==> config.mk <==
export PLATFORM = sky130hd
export DESIGN_NAME = spi_master_multi
export DESIGN_NICKNAME = d
export VERILOG_FILES = /design/src/rtl/spi_master_multi.sv
export SDC_FILE = /design/constraint.sdc
export NUM_CORES = 1
export LEC_CHECK = 0
export BUFFER_PORTS_ARGS = -buffer_cell sky130_fd_sc_hd__buf_2
export CORE_UTILIZATION = 52
export CTS_CLUSTER_SIZE = 28
export DETAILED_ROUTE_END_ITERATION = 10
export MAX_ROUTING_LAYER = met4
export PLACE_DENSITY_LB_ADDON = 0.25
export SLEW_MARGIN = 20
export SYNTH_ARGS = -nofsm -noshare
export SYNTH_HDL_FRONTEND = slang
export SYNTH_SLANG_ARGS = --single-unit
export TNS_END_PERCENT = 5
==> constraint.sdc <==
create_clock -name clk -period 2.4 [get_ports clk]
set_input_delay 0.48 -clock clk [delete_from_list [all_inputs] [get_ports clk]]
set_output_delay 0.48 -clock clk [all_outputs]
set_load 0.02 [all_outputs]
==> src/rtl/spi_master_multi.sv <==
// spi_master_multi: full-duplex SPI master, one DATA_W-bit transfer per start pulse.
// CPOL/CPHA and the target slave are latched per transfer; the block owns spi_clk.
//
// Ports:
//   clk      in   system clock, all state on the rising edge
//   reset    in   synchronous active-high reset
//   start    in   request a transfer (only looked at in IDLE)
//   cpol     in   SCK idle level for the next transfer
//   cpha     in   0 = sample on leading edge, 1 = sample on trailing edge
//   cs_sel   in   slave index; values >= NUM_CS run with no chip select asserted
//   data_wr  in   word to transmit
//   miso     in   serial data from slave
//   spi_clk  out  SCK
//   cs_n     out  active-low chip selects
//   mosi     out  serial data to slave
//   data_rd  out  last received word, held until next completion or reset
//   busy     out  transfer in progress
//   done     out  one-cycle completion pulse
//   state    out  FSM state: IDLE=0, SETUP=1, TRANSFER=2, HOLD=3
module spi_master_multi #(
   parameter int unsigned DATA_W    = 8,
   parameter int unsigned CLK_DIV   = 4,
   parameter int unsigned NUM_CS    = 4,
   parameter int unsigned CS_SEL_W  = 2,
   parameter int unsigned MSB_FIRST = 1
) (
   input  logic                clk,
   input  logic                reset,
   input  logic                start,
   input  logic                cpol,
   input  logic                cpha,
   input  logic [CS_SEL_W-1:0] cs_sel,
   input  logic [DATA_W-1:0]   data_wr,
   input  logic                miso,
   output logic                spi_clk,
   output logic [NUM_CS-1:0]   cs_n,
   output logic                mosi,
   output logic [DATA_W-1:0]   data_rd,
   output logic                busy,
   output logic                done,
   output logic [1:0]          state
);

   localparam int unsigned DivW  = (CLK_DIV > 1) ? $clog2(CLK_DIV) : 1;
   localparam int unsigned EdgeW = $clog2(2 * DATA_W + 1);
   localparam logic [DivW-1:0]  DivLast  = DivW'(CLK_DIV - 1);
   localparam logic [EdgeW-1:0] EdgeLast = EdgeW'(2 * DATA_W - 1);

   typedef enum logic [1:0] {
      StIdle     = 2'd0,
      StSetup    = 2'd1,
      StTransfer = 2'd2,
      StHold     = 2'd3
   } state_e;

   state_e             state_q, state_d;
   logic [DivW-1:0]    div_cnt_q, div_cnt_d;
   logic [EdgeW-1:0]   edge_cnt_q, edge_cnt_d;
   logic [DATA_W-1:0]  tx_sh_q, tx_sh_d;
   logic [DATA_W-1:0]  rx_sh_q, rx_sh_d;
   logic               cpol_q, cpol_d;
   logic               cpha_q, cpha_d;
   logic               spi_clk_q, spi_clk_d;
   logic [NUM_CS-1:0]  cs_n_q, cs_n_d;
   logic               mosi_q, mosi_d;
   logic [DATA_W-1:0]  data_rd_q, data_rd_d;
   logic               busy_q, busy_d;
   logic               done_q, done_d;

   logic               div_last;
   logic               do_edge;
   logic               edge_lead;

   // Bit that goes out first / next, and the register after removing it.
   function automatic logic tx_bit(input logic [DATA_W-1:0] w);
      return (MSB_FIRST != 0) ? w[DATA_W-1] : w[0];
   endfunction

   function automatic logic [DATA_W-1:0] tx_shift(input logic [DATA_W-1:0] w);
      return (MSB_FIRST != 0) ? {w[DATA_W-2:0], 1'b0} : {1'b0, w[DATA_W-1:1]};
   endfunction

   assign div_last  = (div_cnt_q == DivLast);
   // Edge number k = edge_cnt_q + 1; odd k is a leading edge.
   assign edge_lead = ~edge_cnt_q[0];

   always_comb begin
      state_d    = state_q;
      div_cnt_d  = div_cnt_q;
      edge_cnt_d = edge_cnt_q;
      tx_sh_d    = tx_sh_q;
      rx_sh_d    = rx_sh_q;
      cpol_d     = cpol_q;
      cpha_d     = cpha_q;
      spi_clk_d  = spi_clk_q;
      cs_n_d     = cs_n_q;
      mosi_d     = mosi_q;
      data_rd_d  = data_rd_q;
      busy_d     = busy_q;
      done_d     = 1'b0;
      do_edge    = 1'b0;

      unique case (state_q)
         StIdle: begin
            spi_clk_d = cpol;
            cs_n_d    = '1;
            busy_d    = 1'b0;
            if (start) begin
               state_d    = StSetup;
               div_cnt_d  = '0;
               edge_cnt_d = '0;
               rx_sh_d    = '0;
               cpol_d     = cpol;
               cpha_d     = cpha;
               busy_d     = 1'b1;
               // Out-of-range indices match no bit, so every cs_n stays high.
               for (int i = 0; i < NUM_CS; i++) begin
                  cs_n_d[i] = (32'(cs_sel) != 32'(i));
               end
               if (!cpha) begin
                  mosi_d  = tx_bit(data_wr);
                  tx_sh_d = tx_shift(data_wr);
               end else begin
                  tx_sh_d = data_wr;
               end
            end
         end
         StSetup: begin
            if (div_last) begin
               div_cnt_d = '0;
               do_edge   = 1'b1;
               state_d   = StTransfer;
            end else begin
               div_cnt_d = div_cnt_q + 1'b1;
            end
         end
         StTransfer: begin
            if (div_last) begin
               div_cnt_d = '0;
               do_edge   = 1'b1;
               if (edge_cnt_q == EdgeLast) begin
                  state_d = StHold;
               end
            end else begin
               div_cnt_d = div_cnt_q + 1'b1;
            end
         end
         StHold: begin
            spi_clk_d = cpol_q;
            if (div_last) begin
               div_cnt_d = '0;
               data_rd_d = rx_sh_q;
               cs_n_d    = '1;
               busy_d    = 1'b0;
               done_d    = 1'b1;
               state_d   = StIdle;
            end else begin
               div_cnt_d = div_cnt_q + 1'b1;
            end
         end
         default: state_d = StIdle;
      endcase

      if (do_edge) begin
         edge_cnt_d = edge_cnt_q + 1'b1;
         spi_clk_d  = ~spi_clk_q;
         if (edge_lead ^ cpha_q) begin
            // Sample edge: leading for CPHA=0, trailing for CPHA=1.
            rx_sh_d = (MSB_FIRST != 0) ? {rx_sh_q[DATA_W-2:0], miso}
                                       : {miso, rx_sh_q[DATA_W-1:1]};
         end else if (edge_cnt_q != EdgeLast) begin
            // Final edge (CPHA=0 trailing) would shift past the last bit.
            mosi_d  = tx_bit(tx_sh_q);
            tx_sh_d = tx_shift(tx_sh_q);
         end
      end
   end

   always_ff @(posedge clk) begin
      if (reset) begin
         state_q    <= StIdle;
         div_cnt_q  <= '0;
         edge_cnt_q <= '0;
         tx_sh_q    <= '0;
         rx_sh_q    <= '0;
         cpol_q     <= 1'b0;
         cpha_q     <= 1'b0;
         spi_clk_q  <= 1'b0;
         cs_n_q     <= '1;
         mosi_q     <= 1'b0;
         data_rd_q  <= '0;
         busy_q     <= 1'b0;
         done_q     <= 1'b0;
      end else begin
         state_q    <= state_d;
         div_cnt_q  <= div_cnt_d;
         edge_cnt_q <= edge_cnt_d;
         tx_sh_q    <= tx_sh_d;
         rx_sh_q    <= rx_sh_d;
         cpol_q     <= cpol_d;
         cpha_q     <= cpha_d;
         spi_clk_q  <= spi_clk_d;
         cs_n_q     <= cs_n_d;
         mosi_q     <= mosi_d;
         data_rd_q  <= data_rd_d;
         busy_q     <= busy_d;
         done_q     <= done_d;
      end
   end

   assign spi_clk = spi_clk_q;
   assign cs_n    = cs_n_q;
   assign mosi    = mosi_q;
   assign data_rd = data_rd_q;
   assign busy    = busy_q;
   assign done    = done_q;
   assign state   = state_q;

endmodule

==> metrics, run 1 <==
worst min path class=input pin to register; Clock Skews=2.11 ps; Yosys reg bits=43; CP delay by family, top=simple AND/OR/NAND/NOR gates; yosys warns=0; Top FF cell, synth=dfxtp_1; asr flop ratio synth=0%; Tightest Pin Transition=957 ps; CTS resizes=0; first drt pass iteration count=4; Initial Utilization=54.6%; global placer's final weighted congestion=0.797; Clock Sinks=43; vias per inst=5.59; Mapped Cells=225; CTS H-tree depth=2; CTS max path bufs=2; CTS tree=done; Antenna Cells=0; Final period util=79.1%; FP Rows=22; num ports=34; number of flops mapped to enable cells by yosys=0; CP Data Required Time=2600 ps; Filler cells=347; min setup slack post-route=503 ps; share of layout cells above drive strength 1=21.2%; status=finished, final reports clean; post-route minimum period=1900 ps; HPWL Detailed=2.70 mm; CP Class=register to register; full die area=0.00413 mm^2; wire per inst=13.4 um; Data arrival, critical path=2100 ps; total CTS buffers=5; total core area=0.00369 mm^2; setup TNS=0 ps; P_leak=0.893 nW; sequential cell area fraction in the yosys report=42.7%; clk root buf=clkbuf_8; cell area after synthesis=0.00201 mm^2; Setup Fix Bufs, Post-CTS=0; Max stage delay cell, worst path=dfxtp_1; pwr dens=900 mW/mm^2; syn_nets=248; GR Overflow Total=0; area leader, netlist=dfxtp_1; most frequent cell after synthesis=dfxtp_1; Mean Syn Cell Area=8.95 um^2; die height=64.2 um; largest net degree at the start of global routing=31; area grow syn2layout=14.8%; FF-to-FF Start=edge_cnt_q[0]; Slew HR=35.7%; Antenna Nets Post-Route=0; initial DRC count=85; Yosys top cell area share=42.7%; synth cell count leaders=43 x dfxtp_1, 33 x nand2_1, 23 x a21oi_1; CP max FO=8; Distinct cells, synth=42; pre-CTS setup slack=526 ps; DRC viols=0; CP Buf/Inv Count=0; critical path's most frequent cell=ha_1; worst-path cell chain=ha_1 > and3_1 > ha_1 > nand3b_1 > nand2b_2 > a311oi_2; cts hold-fix bufs=0; Slew Viols, Final=0; Die W=64.2 um; fmax=527 MHz; Worst-path clk slew=80 ps; vias in the first global route=1603; Critical Path Source Type=register; Peak VDD IR=469 uV; HP Start=miso; count of nets after finishing=277; total track usage=22.1%; CP startpoint=edge_cnt_q[0]; initial antenna violation count=0; Slowest Stage Delay on Critical Path=410 ps; RSZ-0062 raised after global routing=no; max-cap viol count=0; Final Hold Fails=0; first-pass GRT wire length=7.15 mm; clk_lat worst skew=290 ps; Final setup viols=0; vias=1693; Worst setup EP type=register; synth top area cells=dfxtp_1 43%, nand2_1 6.1%, a21oi_1 5.7%, mux2i_1 4.5%, ha_1 4.3%; Routed WL=4.07 mm; Buffers on Ports=33
==> power by group <==
group          total [mW]  switching, mW  leakage, nW  internal [mW]
Combinational       0.649          0.377        0.483          0.272
Sequential          0.853         0.0618        0.349          0.791
Clock               0.578          0.241       0.0612          0.337
Total                2.08          0.680        0.893           1.40
==> cells by family (layout without fill, tap and decap cells) <==
kind of cell,Yosys count,after routing,synth area share (%)
buffers and inverters,21,51,4.84
adder cells (fa/ha/maj),7,7,4.35
AND/OR/NAND/NOR,78,78,18.9
flip-flops,43,43,42.7
multiplexers,18,18,9.50
AO/OA/AOI/OAI,56,56,17.9
XOR/XNOR,2,2,1.80
==> sequential cells by signal (all words and copies together) (netlist names) <==
signal	count
edge_cnt_q	5
cpha_q	1
cs_n	4
mosi	1
cpol_q	1
busy	1
done	1
state	2
rx_sh_q	8
data_rd	8
tx_sh_q	8
div_cnt_q	2
spi_clk	1
==> per-layer routing <==
layer  wire length, um  global-route usage (%)  share of wire, %  vias to the layer above
li1                  -                       -                 -                      852
met1              2000                    28.8                49                      808
met2              1920                    35.4                47                       29
met5                 0                       -                 0                        -
met3               120                    3.21               2.9                        4
met4                36                    6.67              0.88                        0
==> worst paths after layout <==
path,to,slack (ps),cells after the start
worst max-delay path,mosi,500,6
worst min-delay path,rx_sh_q[0],440,3
worst max register to register,mosi,500,6
worst min register to register,data_rd[5],460,2
==> layout make-up <==
type	instances	area [um^2]	area share (%)
multi-input cells	161	1060	45.7
flip-flops and latches	43	861	37.2
repair buffers	37	195	8.44
clock buffers	6	82.6	3.57
well taps	48	60.1	2.60
clock inverters	2	35.0	1.52
inverters	6	22.5	0.974
==> worst reg2reg max path, stage by stage, from the launching register on <==
cell and delay [ps]:
dfxtp_1 410, ha_1 270, and3_1 190, ha_1 180, nand3b_1 240, nand2b_2 320
a311oi_2 220
==> per-stage QoR <==
| step | std cells | hold WS [ps] | util [%] | cell area, um^2 | power [mW] |
|---|---|---|---|---|---|
| after floorplan | 225 | 431 | - | 2010 | 1.34 |
| after global placement | 295 | 440 | 59.5 | 2190 | 1.50 |
| after detailed placement | 295 | 444 | 59.5 | 2190 | 1.51 |
| after CTS | 303 | 438 | 62.7 | 2310 | 2.09 |
| after global routing | 303 | 463 | 62.7 | 2310 | 2.19 |
| final | 303 | 441 | 62.7 | 2310 | 2.08 |
==> cells in the final DEF (no fill, tap or decap), types with 3 or more instances in the layout <==
cell type,count
mux2_1,6
a21oi_1,23
nor3_1,4
o21ai_1,5
inv_1,6
o211ai_1,9
clkbuf_8,6
nand3b_1,3
nand2b_1,4
ha_1,7
nand3_1,10
nor2_1,11
buf_4,4
o22ai_1,7
mux2i_1,9
nand2_1,33
buf_2,33
mux2_2,3
dfxtp_1,43
Note: power is estimated with default switching activity, not from simulation.
==> run 2, diff against run 1 <==
clock period = 2 ns   (was 2.4 ns; I/O delays follow)
==> metrics, run 2 (synthesized netlist as in run 1, its figures left out) <==
setup TNS=0 ps; pre-CTS setup slack=234 ps; status=finished, final reports clean; Worst setup EP type=register; num ports=34; Clock Skews=3.83 ps; total CTS buffers=5; Filler cells=337; commonest non-fill, non-tap cell in the layout=dfxtp_1; first-pass GRT wire length=7.17 mm; global placer's final weighted congestion=0.761; Final setup viols=0; met3 Resource Use GR=6.07%; Data arrival, critical path=2030 ps; busiest grt layer=met2; Crit path depth=6; Final period util=91.2%; Setup Fix Bufs, Post-CTS=0; Critical Path Source Type=register; vias per inst=5.55; clk_lat worst skew=290 ps; wire per inst=13.6 um; clock share of power=27.8%; cts hold-fix bufs=0; switching share of power=32.3%; critical path's most frequent cell=ha_1; max-cap viol count=0; Initial Utilization=54.6%; worst min path class=input pin to register; FF-to-FF Start=edge_cnt_q[0]; crit path to=mosi; Slew HR=38.4%; DRC viols=0; GR Overflow Total=0; RSZ-0062 raised after global routing=no; Tightest Pin Transition=917 ps; CP Data Required Time=2200 ps; Comb power frac=31.3%; P_leak=0.903 nW; cell internal pwr=1.69 mW; first drt pass iteration count=4; met2 usage in global routing=34.3%; Max stage delay cell, worst path=dfxtp_1; P_sw=0.806 mW; post-route minimum period=1820 ps; Antenna Nets Post-Route=0; die height=64.2 um; largest net degree at the start of global routing=31; total track usage=23.1%; initial DRC count=68; full die area=0.00413 mm^2; sequential power share=40.9%; vias=1693; min setup slack post-route=176 ps; FP Rows=22; HPWL Detailed=2.80 mm; CP delay by family, top=simple AND/OR/NAND/NOR gates; Routed WL=4.16 mm; initial antenna violation count=0; Antenna Cells=0; Worst-path clk slew=80 ps; CP startpoint=edge_cnt_q[0]; Slew Viols, Final=0; Die W=64.2 um; share of layout cells above drive strength 1=21.8%; vias in the first global route=1564; GR Util met1=30.5%; fmax=548 MHz; worst hold margin=364 ps; CTS resizes=0; Buffers on Ports=33; CTS max path bufs=2; Clock Sinks=43; clk root buf=clkbuf_8; Peak VDD IR=537 uV; pwr dens=1070 mW/mm^2; CTS H-tree depth=2; CP Buf/Inv Count=0; reg2reg setup slack=180 ps; Final Hold Fails=0; total core area=0.00369 mm^2; CP Class=register to register; worst-path cell chain=ha_1 > and3_1 > ha_1 > nand3b_1 > nand2b_2 > a311oi_2; Slowest Stage Delay on Critical Path=330 ps; R2R Path End=mosi; count of nets after finishing=279; most frequent cells in the layout=43 x dfxtp_1, 33 x nand2_1, 33 x buf_2; area grow syn2layout=15.5%; CTS tree=done; CP max FO=8; Power, Total=2.50 mW; Worst Reg-to-Reg Cells=6
==> run 2: changes by cell type in the layout (fill, tap and decap cells not counted) <==
cell | before | now
buf_4 | 4 | 6
==> run 2: worst min-delay path by stage <==
| stage | startpoint | to | cells after the start |
|---|---|---|---|
| 3_3_place_gp | cpol_q | cpol_q | 2 |
| 4_1_cts | miso | rx_sh_q[0] | 3 |
| 3_5_place_dp | cpol_q | cpol_q | 2 |
| 5_1_grt | cpol | cpol_q | 3 |
| 2_1_floorplan | cpol_q | cpol_q | 2 |
| 6_report | miso | rx_sh_q[0] | 3 |
==> run 2: metrics by stage <==
step	instance area [um^2]	instances	util [%]
6_report	2330	305	63.1
5_1_grt	2330	305	63.1
4_1_cts	2330	305	63.1
3_5_place_dp	2210	297	59.9
3_3_place_gp	2210	297	59.9
2_1_floorplan	2010	225	-
==> run 2: power by group through the flow <==
stage          sequential, mW  combinational [mW]  clock [mW]
2_1_floorplan            1.08               0.534           0
3_3_place_gp             1.04               0.778           0
3_5_place_dp             1.04               0.782           0
4_1_cts                  1.02               0.784       0.707
5_1_grt                  1.03               0.859       0.754
6_report                 1.02               0.782       0.695
==> run 2: routing by layer <==
layer	up-vias	share of wire, %
met5	-	0
met4	0	1.2
met3	5	3.9
met2	35	46
met1	797	49
li1	856	-
==> run 2: layout make-up <==
type | instances | area [um^2] | area share [%]
Sequential cell | 43 | 861 | 37.0
Tap cell | 48 | 60.1 | 2.58
Timing Repair Buffer | 39 | 210 | 9.03
Multi-Input combinational cell | 161 | 1060 | 45.4
Inverter | 6 | 22.5 | 0.968
Clock inverter | 2 | 35.0 | 1.51
Clock buffer | 6 | 82.6 | 3.55
==> run 2: worst min-delay path, stage by stage <==
cell and delay [ps]:
buf_2 100, nand3_1 60, a21oi_1 50
==> run 3, diff against run 2 <==
CORE_UTILIZATION = 39   (was 52)
==> metrics, run 3 (synthesized netlist as in run 1, its figures left out) <==
status=finished, final reports clean; HPWL Detailed=2.91 mm; Worst-path clk slew=80 ps; clock share of power=28.2%; Slew HR=64.2%; Final Hold Fails=0; CTS resizes=0; CTS tree=done; P_sw=0.824 mW; Comb power frac=31.0%; DRC viols=0; total track usage=18.7%; clk_lat worst skew=300 ps; area grow syn2layout=16.7%; vias in the first global route=1561; first drt pass iteration count=4; fmax=559 MHz; RSZ-0062 raised after global routing=no; GR Overflow Total=0; cts hold-fix bufs=0; full die area=0.00546 mm^2; count of nets after finishing=279; Slew Viols, Final=0; Buffers on Ports=33; total CTS buffers=5; Critical Path Source Type=register; M1 WL=2.20 mm; CP Data Required Time=2160 ps; Antenna Cells=0; initial DRC count=78; CP Class=register to register; switching share of power=32.9%; fin area=0.00235 mm^2; Power, Total=2.50 mW; Worst setup EP type=register; Antenna Nets Post-Route=0; worst min path class=input pin to register; num ports=34; pwr dens=1070 mW/mm^2; share of layout cells above drive strength 1=21.8%; Final Util=48.5%; Max stage delay cell, worst path=o21ai_2; top routing layer in use=met4; Final setup viols=0; post-route minimum period=1790 ps; commonest non-fill, non-tap cell in the layout=dfxtp_1; Slowest Stage Delay on Critical Path=340 ps; cell internal pwr=1.68 mW; worst hold margin=355 ps; sequential power share=40.8%; Peak VDD IR=405 uV; CTS max path bufs=2; Filler cells=498; FP Rows=25; critical path's most frequent cell=ha_1; clk root buf=clkbuf_8; largest net degree at the start of global routing=31; Placed Area=0.00223 mm^2; worst-path cell chain=ha_1 > and3_1 > ha_1 > nand3b_1 > o21ai_2 > o22ai_1; Clock Skews=8.66 ps; vias per inst=5.17; first-pass GRT wire length=7.45 mm; initial antenna violation count=0; global placer's final weighted congestion=0.736; Final period util=89.4%; setup TNS=0 ps; Data arrival, critical path=1950 ps; CTS H-tree depth=2; most frequent cells in the layout=43 x dfxtp_1, 33 x nand2_1, 33 x buf_2; Initial Utilization=41.5%; vias=1675; CP max FO=7; Clock Sinks=43; Die W=73.9 um; Setup Fix Bufs, Post-CTS=0; die height=73.9 um; wire per inst=13.3 um; P_leak=0.903 nW; max-cap viol count=0; total core area=0.00485 mm^2; met3 wire length=147 um; Routed WL=4.32 mm; met2 WL=1.89 mm; Tightest Pin Transition=537 ps
==> run 3: layer usage <==
metal	up-vias	GRT usage, %
li1	862	-
met1	771	25.0
met2	33	26.9
met3	9	4.25
met4	0	8.12
met5	-	-
==> run 3: final timing paths <==
path / from / to / slack, ps / cells after the start
min: miso / rx_sh_q[0] / 350 / 3
min reg2reg: data_rd[3] / data_rd[3] / 450 / 2
max: edge_cnt_q[0] / tx_sh_q[5] / 210 / 6
max reg2reg: edge_cnt_q[0] / tx_sh_q[5] / 210 / 6
==> run 3: critical path: cells and delay by family, from the launching register on <==
family | cells | cell delay (ps)
flops | 1 | 320
fa+ha+maj | 2 | 390
compound gates | 2 | 510
simple gates | 2 | 430
==> run 3: power groups by stage <==
| stage | Sequential, mW | Combinational (mW) | Clock (mW) |
|---|---|---|---|
| detailed placement | 1.04 | 0.775 | 0 |
| CTS | 1.02 | 0.777 | 0.731 |
| finish | 1.02 | 0.776 | 0.706 |
| global placement | 1.04 | 0.766 | 0 |
| global route | 1.04 | 0.865 | 0.767 |
| floorplan | 1.08 | 0.534 | 0 |
==> run 3: final cells by class <==
class | instances | area [um^2] | area share [%]
Clock buffer | 6 | 82.6 | 3.51
Clock inverter | 2 | 35.0 | 1.49
Inverter | 6 | 22.5 | 0.958
Multi-Input combinational cell | 161 | 1060 | 44.9
Sequential cell | 43 | 861 | 36.6
Tap cell | 67 | 83.8 | 3.57
Timing Repair Buffer | 39 | 210 | 8.94
==> run 3: metrics by stage <==
stage,worst slack (ps),instances
2_1_floorplan,247,225
3_3_place_gp,296,316
3_5_place_dp,250,316
4_1_cts,232,324
5_1_grt,47.6,324
6_report,212,324
